<file path="src/rtl/timer_pkg.sv">
// Shared definitions for the programmable timer block (TIMA/TMA/TAC, FF04-FF07).
// Contents:
//   timer_state_t : overflow sequencing states
//   ADDR_*        : register offsets within the ff04_ff07 window
//   TAP_*         : divider bit selected by each TAC[1:0] code
//   TAC_PAD       : constant upper bits returned when TAC is read
package timer_pkg;

  typedef enum logic [1:0] {
    S_RUN    = 2'd0,
    S_OVF    = 2'd1,
    S_RELOAD = 2'd2
  } timer_state_t;

  localparam logic [1:0] ADDR_DIV  = 2'd0;
  localparam logic [1:0] ADDR_TIMA = 2'd1;
  localparam logic [1:0] ADDR_TMA  = 2'd2;
  localparam logic [1:0] ADDR_TAC  = 2'd3;

  // Divider bit used as the timer clock for each TAC[1:0] code
  localparam int TAP_00 = 7;  // 4096 Hz
  localparam int TAP_01 = 1;  // 262144 Hz
  localparam int TAP_10 = 3;  // 65536 Hz
  localparam int TAP_11 = 5;  // 16384 Hz

  localparam logic [4:0] TAC_PAD = 5'b11111;

endpackage

</file>
<file path="src/rtl/timer_tap_edge.sv">
// Timer clock source: picks the divider tap chosen by TAC, gates it with the
// enable bit and produces a one-clk increment on the falling edge of the gated
// signal.
// Ports:
//   clk     : M-cycle clock
//   reset   : synchronous, active-high
//   div_cnt : free-running divider count
//   tac     : timer control {enable, tap select[1:0]}
//   inc     : one-clk TIMA increment request
module timer_tap_edge
  import timer_pkg::*;
#(
  parameter int DIV_W = 8
) (
  input  logic             clk,
  input  logic             reset,
  input  logic [DIV_W-1:0] div_cnt,
  input  logic [2:0]       tac,
  output logic             inc
);

  logic w_tap;
  logic w_sel;
  logic r_sel_q;

  always_comb begin
    w_tap = 1'b0;
    case (tac[1:0])
      2'b00:   w_tap = div_cnt[TAP_00];
      2'b01:   w_tap = div_cnt[TAP_01];
      2'b10:   w_tap = div_cnt[TAP_10];
      default: w_tap = div_cnt[TAP_11];
    endcase
  end

  // The enable is ANDed before the edge detector on purpose: clearing the
  // enable (or the divider) while the tap is high looks like a falling edge
  // and bumps TIMA, matching the original hardware.
  assign w_sel = tac[2] & w_tap;

  always_ff @(posedge clk) begin
    if (reset) begin
      r_sel_q <= 1'b0;
    end else begin
      r_sel_q <= w_sel;
    end
  end

  assign inc = r_sel_q & ~w_sel;

  // Divider bits that are never selected as a tap
  logic w_unused_div;
  generate
    if (DIV_W > 8) begin : g_wide
      assign w_unused_div = ^{div_cnt[DIV_W-1:8], div_cnt[6], div_cnt[4],
                              div_cnt[2], div_cnt[0]};
    end else begin : g_narrow
      assign w_unused_div = ^{div_cnt[6], div_cnt[4], div_cnt[2], div_cnt[0]};
    end
  endgenerate

endmodule

</file>
<file path="src/rtl/timer_ctrl.sv">
// Programmable timer controller: TIMA counter, TMA modulo, TAC control, the
// overflow -> reload -> interrupt sequence, and the FF04 divider-reset strobe.
// Ports:
//   clk, reset            : M-cycle clock, synchronous active-high reset
//   cs, addr, wr, rd      : CPU access to FF04..FF07 (addr = offset)
//   wdata                 : CPU write data
//   rdata, rdata_oe       : read data and bus-drive enable (FF05..FF07 only)
//   div_cnt               : free-running divider count
//   div_reset             : one-clk pulse clearing the divider on FF04 write
//   irq_timer             : one-clk timer interrupt request
//   tima, tma, tac        : current register values
module timer_ctrl
  import timer_pkg::*;
#(
  parameter int DIV_W      = 8,
  parameter int RELOAD_CYC = 1
) (
  input  logic             clk,
  input  logic             reset,
  input  logic             cs,
  input  logic [1:0]       addr,
  input  logic             wr,
  input  logic             rd,
  input  logic [7:0]       wdata,
  output logic [7:0]       rdata,
  output logic             rdata_oe,
  input  logic [DIV_W-1:0] div_cnt,
  output logic             div_reset,
  output logic             irq_timer,
  output logic [7:0]       tima,
  output logic [7:0]       tma,
  output logic [2:0]       tac
);

  // Counter preset so that TIMA reads 00 for RELOAD_CYC clks after overflow
  localparam logic [1:0] DLY_INIT = 2'(RELOAD_CYC - 1);

  timer_state_t r_state, w_state_next;
  logic [7:0]   r_tima, w_tima_next;
  logic [7:0]   r_tma, w_tma_next;
  logic [2:0]   r_tac, w_tac_next;
  logic [1:0]   r_dly, w_dly_next;
  logic         r_irq, w_irq_next;

  logic w_inc;
  logic w_tima_wr;
  logic w_tma_wr;
  logic w_tac_wr;

  timer_tap_edge #(
    .DIV_W (DIV_W)
  ) u_tap_edge (
    .clk     (clk),
    .reset   (reset),
    .div_cnt (div_cnt),
    .tac     (r_tac),
    .inc     (w_inc)
  );

  assign w_tima_wr = cs & wr & (addr == ADDR_TIMA);
  assign w_tma_wr  = cs & wr & (addr == ADDR_TMA);
  assign w_tac_wr  = cs & wr & (addr == ADDR_TAC);
  assign div_reset = cs & wr & (addr == ADDR_DIV);

  always_comb begin
    w_state_next = r_state;
    w_tima_next  = r_tima;
    w_tma_next   = r_tma;
    w_tac_next   = r_tac;
    w_dly_next   = r_dly;
    w_irq_next   = 1'b0;

    if (w_tma_wr) begin
      w_tma_next = wdata;
    end
    if (w_tac_wr) begin
      w_tac_next = wdata[2:0];
    end

    case (r_state)
      S_RUN: begin
        if (w_tima_wr) begin
          w_tima_next = wdata;
        end else if (w_inc) begin
          if (r_tima == 8'hFF) begin
            w_tima_next  = 8'h00;
            w_dly_next   = DLY_INIT;
            w_state_next = S_OVF;
          end else begin
            w_tima_next = r_tima + 8'd1;
          end
        end
      end

      S_OVF: begin
        if (w_tima_wr) begin
          // CPU write aborts the pending reload and its interrupt
          w_tima_next  = wdata;
          w_state_next = S_RUN;
        end else if (r_dly == 2'd0) begin
          // A TMA write landing on the reload clk is forwarded into TIMA
          w_tima_next  = w_tma_wr ? wdata : r_tma;
          w_irq_next   = 1'b1;
          w_state_next = S_RELOAD;
        end else begin
          w_dly_next = r_dly - 2'd1;
        end
      end

      S_RELOAD: begin
        // TIMA is locked to TMA for this clk; TIMA writes are dropped
        if (w_tma_wr) begin
          w_tima_next = wdata;
        end
        w_state_next = S_RUN;
      end

      default: begin
        w_state_next = S_RUN;
      end
    endcase
  end

  always_ff @(posedge clk) begin
    if (reset) begin
      r_state <= S_RUN;
      r_tima  <= 8'h00;
      r_tma   <= 8'h00;
      r_tac   <= 3'd0;
      r_dly   <= 2'd0;
      r_irq   <= 1'b0;
    end else begin
      r_state <= w_state_next;
      r_tima  <= w_tima_next;
      r_tma   <= w_tma_next;
      r_tac   <= w_tac_next;
      r_dly   <= w_dly_next;
      r_irq   <= w_irq_next;
    end
  end

  // Read path shows current register contents, so a same-clk write is not
  // visible until the following clk.
  always_comb begin
    rdata    = 8'h00;
    rdata_oe = 1'b0;
    if (cs & rd) begin
      case (addr)
        ADDR_TIMA: begin
          rdata    = r_tima;
          rdata_oe = 1'b1;
        end
        ADDR_TMA: begin
          rdata    = r_tma;
          rdata_oe = 1'b1;
        end
        ADDR_TAC: begin
          rdata    = {TAC_PAD, r_tac};
          rdata_oe = 1'b1;
        end
        default: begin
          rdata    = 8'h00;
          rdata_oe = 1'b0;
        end
      endcase
    end
  end

  assign irq_timer = r_irq;
  assign tima      = r_tima;
  assign tma       = r_tma;
  assign tac       = r_tac;

endmodule

</file>
<file path="config.mk">
export PLATFORM = sky130hd
export DESIGN_NAME = timer_ctrl
export DESIGN_NICKNAME = d
export VERILOG_FILES = /design/src/rtl/timer_pkg.sv /design/src/rtl/timer_tap_edge.sv /design/src/rtl/timer_ctrl.sv
export SDC_FILE = /design/constraint.sdc
export NUM_CORES = 1
export LEC_CHECK = 0
export CAP_MARGIN = 15
export CORE_MARGIN = 3
export CORE_UTILIZATION = 45
export DETAILED_ROUTE_END_ITERATION = 16
export PLACE_DENSITY_LB_ADDON = 0.05
export SLEW_MARGIN = 20
export SYNTH_ARGS = -nofsm -noshare
export SYNTH_HDL_FRONTEND = slang
export SYNTH_SLANG_ARGS = --single-unit
</file>
<file path="constraint.sdc">
create_clock -name clk -period 5.3 [get_ports clk]
set_clock_uncertainty 0.2 [all_clocks]
set_input_delay 1.325 -clock clk [delete_from_list [all_inputs] [get_ports clk]]
set_output_delay 1.325 -clock clk [all_outputs]
set_load 0.02 [all_outputs]
</file>
-- Word level (Yosys, flattened, before mapping)
Cells that the tools add are included.
- bits in registers: 25
- bits in latches: 0
- RAM bits: 0
- bits in read-only memories: 0
- input port bits: 23
- output and inout bits: 30
- logic and storage cells: 72
- memories: 0
- add/subtract/negate cells: 2
- multiply operators: 0
- divide/modulo/power cells: 0
- order comparisons: 0
- equality and inequality tests: 16
- shifts and indexed selects: 0
- mux-type cells: 26
- bitwise logic cells: 10
- reduce and logical (&&, ||, !) cells: 11
- operators with widths (cell ; count):
    2-to-1 mux 8 bit ; 8
    case mux 8 bit (3 select lines) ; 2
    2-to-1 mux 2 bit ; 10
    != test 2 bit (second input constant) ; 5
    adder 8 x 1 -> 8 bit (second input constant) ; 1
    bitwise AND 1 bit ; 8
    equality test 2 bit (second input constant) ; 4
    equality test 8 bit (second input constant) ; 1
    logical NOT 2 bit ; 4
    case mux 2 bit (2 select lines) ; 2
    AND reduction 4 bit ; 2
    equality test 2 x 1 -> 1 bit (second input constant) ; 3
    AND reduction 6 bit ; 1
    OR reduction 3 bit ; 2
    2-to-1 mux 1 bit ; 3
    != test 3 x 2 -> 1 bit (second input constant) ; 1
    != test 3 bit (second input constant) ; 1
    case mux 1 bit (3 select lines) ; 1
    nonzero test 3 bit ; 1
    != test 2 x 1 -> 1 bit (second input constant) ; 1
    inverter 1 bit ; 2
    nonzero test 2 bit ; 1
    subtractor 2 x 1 -> 2 bit (second input constant) ; 1

-- Longest topological paths before layout
Gate-level depths: netlist of the first run.
- depth in word-level cells: 8
- mapped depth: 9
- mapped depth without buffers: 7

-- By module
From an unflattened synthesis of the first run, not the netlist that was laid out.
- cell total of the unflattened synthesis: 210
- area, all modules: 1692.9 um2
- modules (own cells, without submodules) (module ; instances ; cells each ; area an instance (um2) ; sequential area each (um2)):
    timer_ctrl ; 1 ; 201 ; 1614.0 ; 480.5
    timer_tap_edge ; 1 ; 9 ; 78.8 ; 20.0

-- Worst setup path before layout of the first run
OpenSTA, ideal clock, no wires.
- path type: input-to-output
- start: input port addr[1]
- end: output port rdata[0]
- arrival time: 2346 ps
- data required time: 3775 ps
- path slack: 1429 ps
- stages: 4
- path through: buf_6 > clkbuf_1 > o211ai_1 > nor2_1
- cells in the longest elaborated chain, start to end: 3
- ends and longest elaborated chain (element ; line ; RTL):
    start, declared ; timer_ctrl.sv:21 ; input logic [1:0] addr,
    equality test 2 bit or equality test 2 x 1 -> 1 bit (tied branches) ; timer_ctrl.sv:148 ; case (addr)
    case mux 8 bit (3 select lines) * ; timer_ctrl.sv:148 ;
    2-to-1 mux 8 bit * ; timer_ctrl.sv:147 ; if (cs & rd) begin
    end, declared ; timer_ctrl.sv:25 ; output logic [7:0] rdata,
Every way passes the cells marked *; elsewhere a longest branch is shown, timed or not.

-- Worst setup path after layout of the first run
- start: input port addr[0]
- end: output port rdata[4]
The elaborated chain is that of the path after synthesis.

==> metrics.cfg, run 1 <==
[yosys]
ys_warn_count=0
synthXorXnorAreaFrac=0.0243
yosys.area_share.simple=0.249
synth_compound_gate_area_share=0.276
synth_area_sq_um=1800
async_reset_ff_frac=0
synth_top_family_by_area=compound AO/OA/AOI/OAI gates
netlist.area_leader.share=0.278
syn_avg_cell_area_sq_um=7.72
synth_top_area_cell=dfxtp_1
yosysMostFrequentCell=nand2_1
synth_edf_count=0
ys_seq_elements=25
synth.area.top_cells=dfxtp_1, nand2_1, a21oi_1
synth_mux_area_frac=0.0633
ys_types=52
synth_fa_ha_area_frac=0.0417
ys.flop_type=dfxtp_1
postSynthCellCount=233
syn_nets=262
yosysSeqAreaShare=0.278
synth.top_cells.by_count=nand2_1, dfxtp_1, a21oi_1

[timing]
fin_setup_tns_ns=0
hold_viol=0
slew_headroom=0.295
clock.fmax_mhz=213
finalCritPeriodShare=0.888
rsz0062_at_grt=no
fin_crit_ns=4.71
maxSlewViolCount=0
setup_viol=0
tightest_slew_ns=1.05

[clock_network]
cts.clk_slew.worst_paths_ns=0.09
cts_resized=0
clk_path_buf_depth=2
hold_buffers=0
numCtsBuffers=3
cts.htree.levels=1
cts_tree=yes
cts.sinks=25
clock_latency_ns=0.27
cts_root_buf=clkbuf_8
post-cts-setup-buffers=0

[place]
dp.cells=316
dp_hpwl_microns=3520
gp_congestion=0.812
portBuffers=48

[power_and_ir_drop]
internal-power_uw=274
power_frac_comb=0.174
switching_power_uw=103
p_leak_uw=0.000808
power_uw=377
p_seq_frac=0.514
swShare=0.273
clkPwrFrac=0.312
irDropWorstVdd_mv=0.111
p_per_area_nw_per_um2=162

[floorplanning]
ios=53
die_w_microns=69.2
row_count=22
initial_utilization=0.481
die_y_microns=69.2
core_area_sq_um=3740
dieArea_sq_um=4790

[drt]
drt_iter0_drc=86
route.detailed.drc=0
firstDrtPassIters=4
finalWirelength_microns=4950
antenna_left=0
post_drt_wl_per_cell_microns=15.5
vias_per_cell=5.94
dr_total_vias=1901

[global_routing]
grt_max_degree=25
grt_pass1_wl_microns=8000
grtUsageTotal=0.200
antenna_found_initial=0
grt_pass1_vias=1679
grt_overflow_total=0

[setup_path]
rrSetupSlack_ns=2.72
ff2ff_path_depth=7
critPathKind=input pin to primary output
crit_path_start_kind=input pin
regToRegStartpoint=r_state[1]$_SDFFE_PP0P_
end_kind=primary output
r2r-end=tima[6]$_SDFFE_PP0P_
crit_arrival_ns=3.18
cp_max_fo=14
required_ns=3.77

[final_layout]
regArea_sq_um=500
nets=302
fillCellCount=381
fin_cells=320
drive_gt1_frac=0.0625
antenna_cells=0
multiInputGateArea_sq_um=1180
area_delta_synth_final_pct=29.0

[status]
status=finished clean

[hold_path]
hold_path_depth=2
hold_class=flop to flop
holdCritStartpoint=tma[6]$_SDFF_PP0_
min_to=tma[6]$_SDFF_PP0_

[run]
drv_cap=0

per-layer routing:
| layer | GRT usage | up-vias | routed length (microns) |
|---|---|---|---|
| met2 | 0.339 | 73 | 2340 |
| met4 | 0.0456 | 0 | 41 |
| li1 | - | 940 | - |
| met1 | 0.270 | 883 | 2280 |
| met3 | 0.0261 | 5 | 284 |
| met5 | 0 | - | 0 |
critical path, stage by stage:
cell	delay, ns
clkdlybuf4s50_1	0.57
buf_4	0.25
o211ai_1	0.10
buf_4	0.20
nor2_1	0.12
clkdlybuf4s50_1	0.61
final cells by class:
type / count / area share
Clock buffer: 3 / 0.0178
Timing Repair Buffer: 52 / 0.220
Inverter: 7 / 0.0113
Multi-Input combinational cell: 184 / 0.507
Tap cell: 48 / 0.0259
Clock inverter: 1 / 0.00216
Sequential cell: 25 / 0.216
cells in the final DEF (no fill, tap or decap), types with 3 or more instances in the layout:
| cell type | Yosys | routed |
|---|---|---|
| clkdlybuf4s50_1 | 0 | 48 |
| nand2_1 | 42 | 42 |
| dfxtp_1 | 25 | 25 |
| a21oi_1 | 19 | 19 |
| nor2_1 | 16 | 16 |
| mux2i_1 | 8 | 8 |
| inv_1 | 7 | 7 |
| nand3_1 | 7 | 7 |
| o22ai_1 | 6 | 6 |
| a31oi_1 | 6 | 6 |
| ha_1 | 6 | 6 |
| o21ai_0 | 5 | 5 |
| o211ai_1 | 4 | 4 |
| nor3_1 | 4 | 4 |
| nand2b_1 | 4 | 4 |
| buf_4 | 1 | 4 |
| mux2_2 | 3 | 3 |
| a22oi_1 | 3 | 3 |
| nand4_1 | 3 | 3 |
| o221ai_1 | 3 | 3 |
| xnor2_1 | 3 | 3 |
| a311o_1 | 3 | 3 |
| and2_1 | 3 | 3 |
| clkbuf_8 | 0 | 3 |
metrics by stage:
| stage | setup WS [ns] | utilization | instance area [sq um] | hold WS [ns] |
|---|---|---|---|---|
| after floorplan | 1.43 | - | 1800 | 0.272 |
| after global routing | 0.455 | 0.620 | 2320 | 0.323 |
| after detailed placement | 0.589 | 0.608 | 2270 | 0.283 |
| after global placement | 0.606 | 0.608 | 2270 | 0.279 |
| final | 0.594 | 0.620 | 2320 | 0.295 |
| after CTS | 0.581 | 0.620 | 2320 | 0.297 |
logic make-up after synthesis:
logic type      Yosys count
buf+inv                  24
xor+xnor                  5
flops                    25
fa+ha+maj                 6
mux                      11
compound gates           71
simple gates             91
state kept, by name, indices dropped and copies added (netlist names):
name	flops
tma	8
u_tap_edge.r_sel_q	1
r_state	2
tima	8
tac	3
irq_timer	1
r_dly	2
worst max-delay path by stage:
stage               endpoint     from  slack [ns]  cells past startpoint
global placement    rdata[2]  addr[0]        0.61                      6
CTS                 rdata[4]  addr[0]        0.58                      6
floorplan           rdata[0]  addr[1]        1.43                      4
finish              rdata[4]  addr[0]        0.59                      6
global route        rdata[4]  addr[0]        0.45                      6
detailed placement  rdata[4]  addr[0]        0.59                      6
power by group through the flow:
| stage | Combinational [uW] | Sequential [uW] | Clock (uW) |
|---|---|---|---|
| final | 65.8 | 194 | 118 |
| after global routing | 70.7 | 194 | 126 |
| after CTS | 65.7 | 194 | 120 |
| after detailed placement | 65.4 | 198 | 0 |
| after global placement | 64.9 | 198 | 0 |
| after floorplan | 32.6 | 200 | 0 |
Power figures use the tool's default switching activity.
==> run 2, diff against run 1 <==
- CAP_MARGIN: 15 -> 20
==> results of run 2 <==
The final DEF is identical to that of run 1; final timing and power are the same.
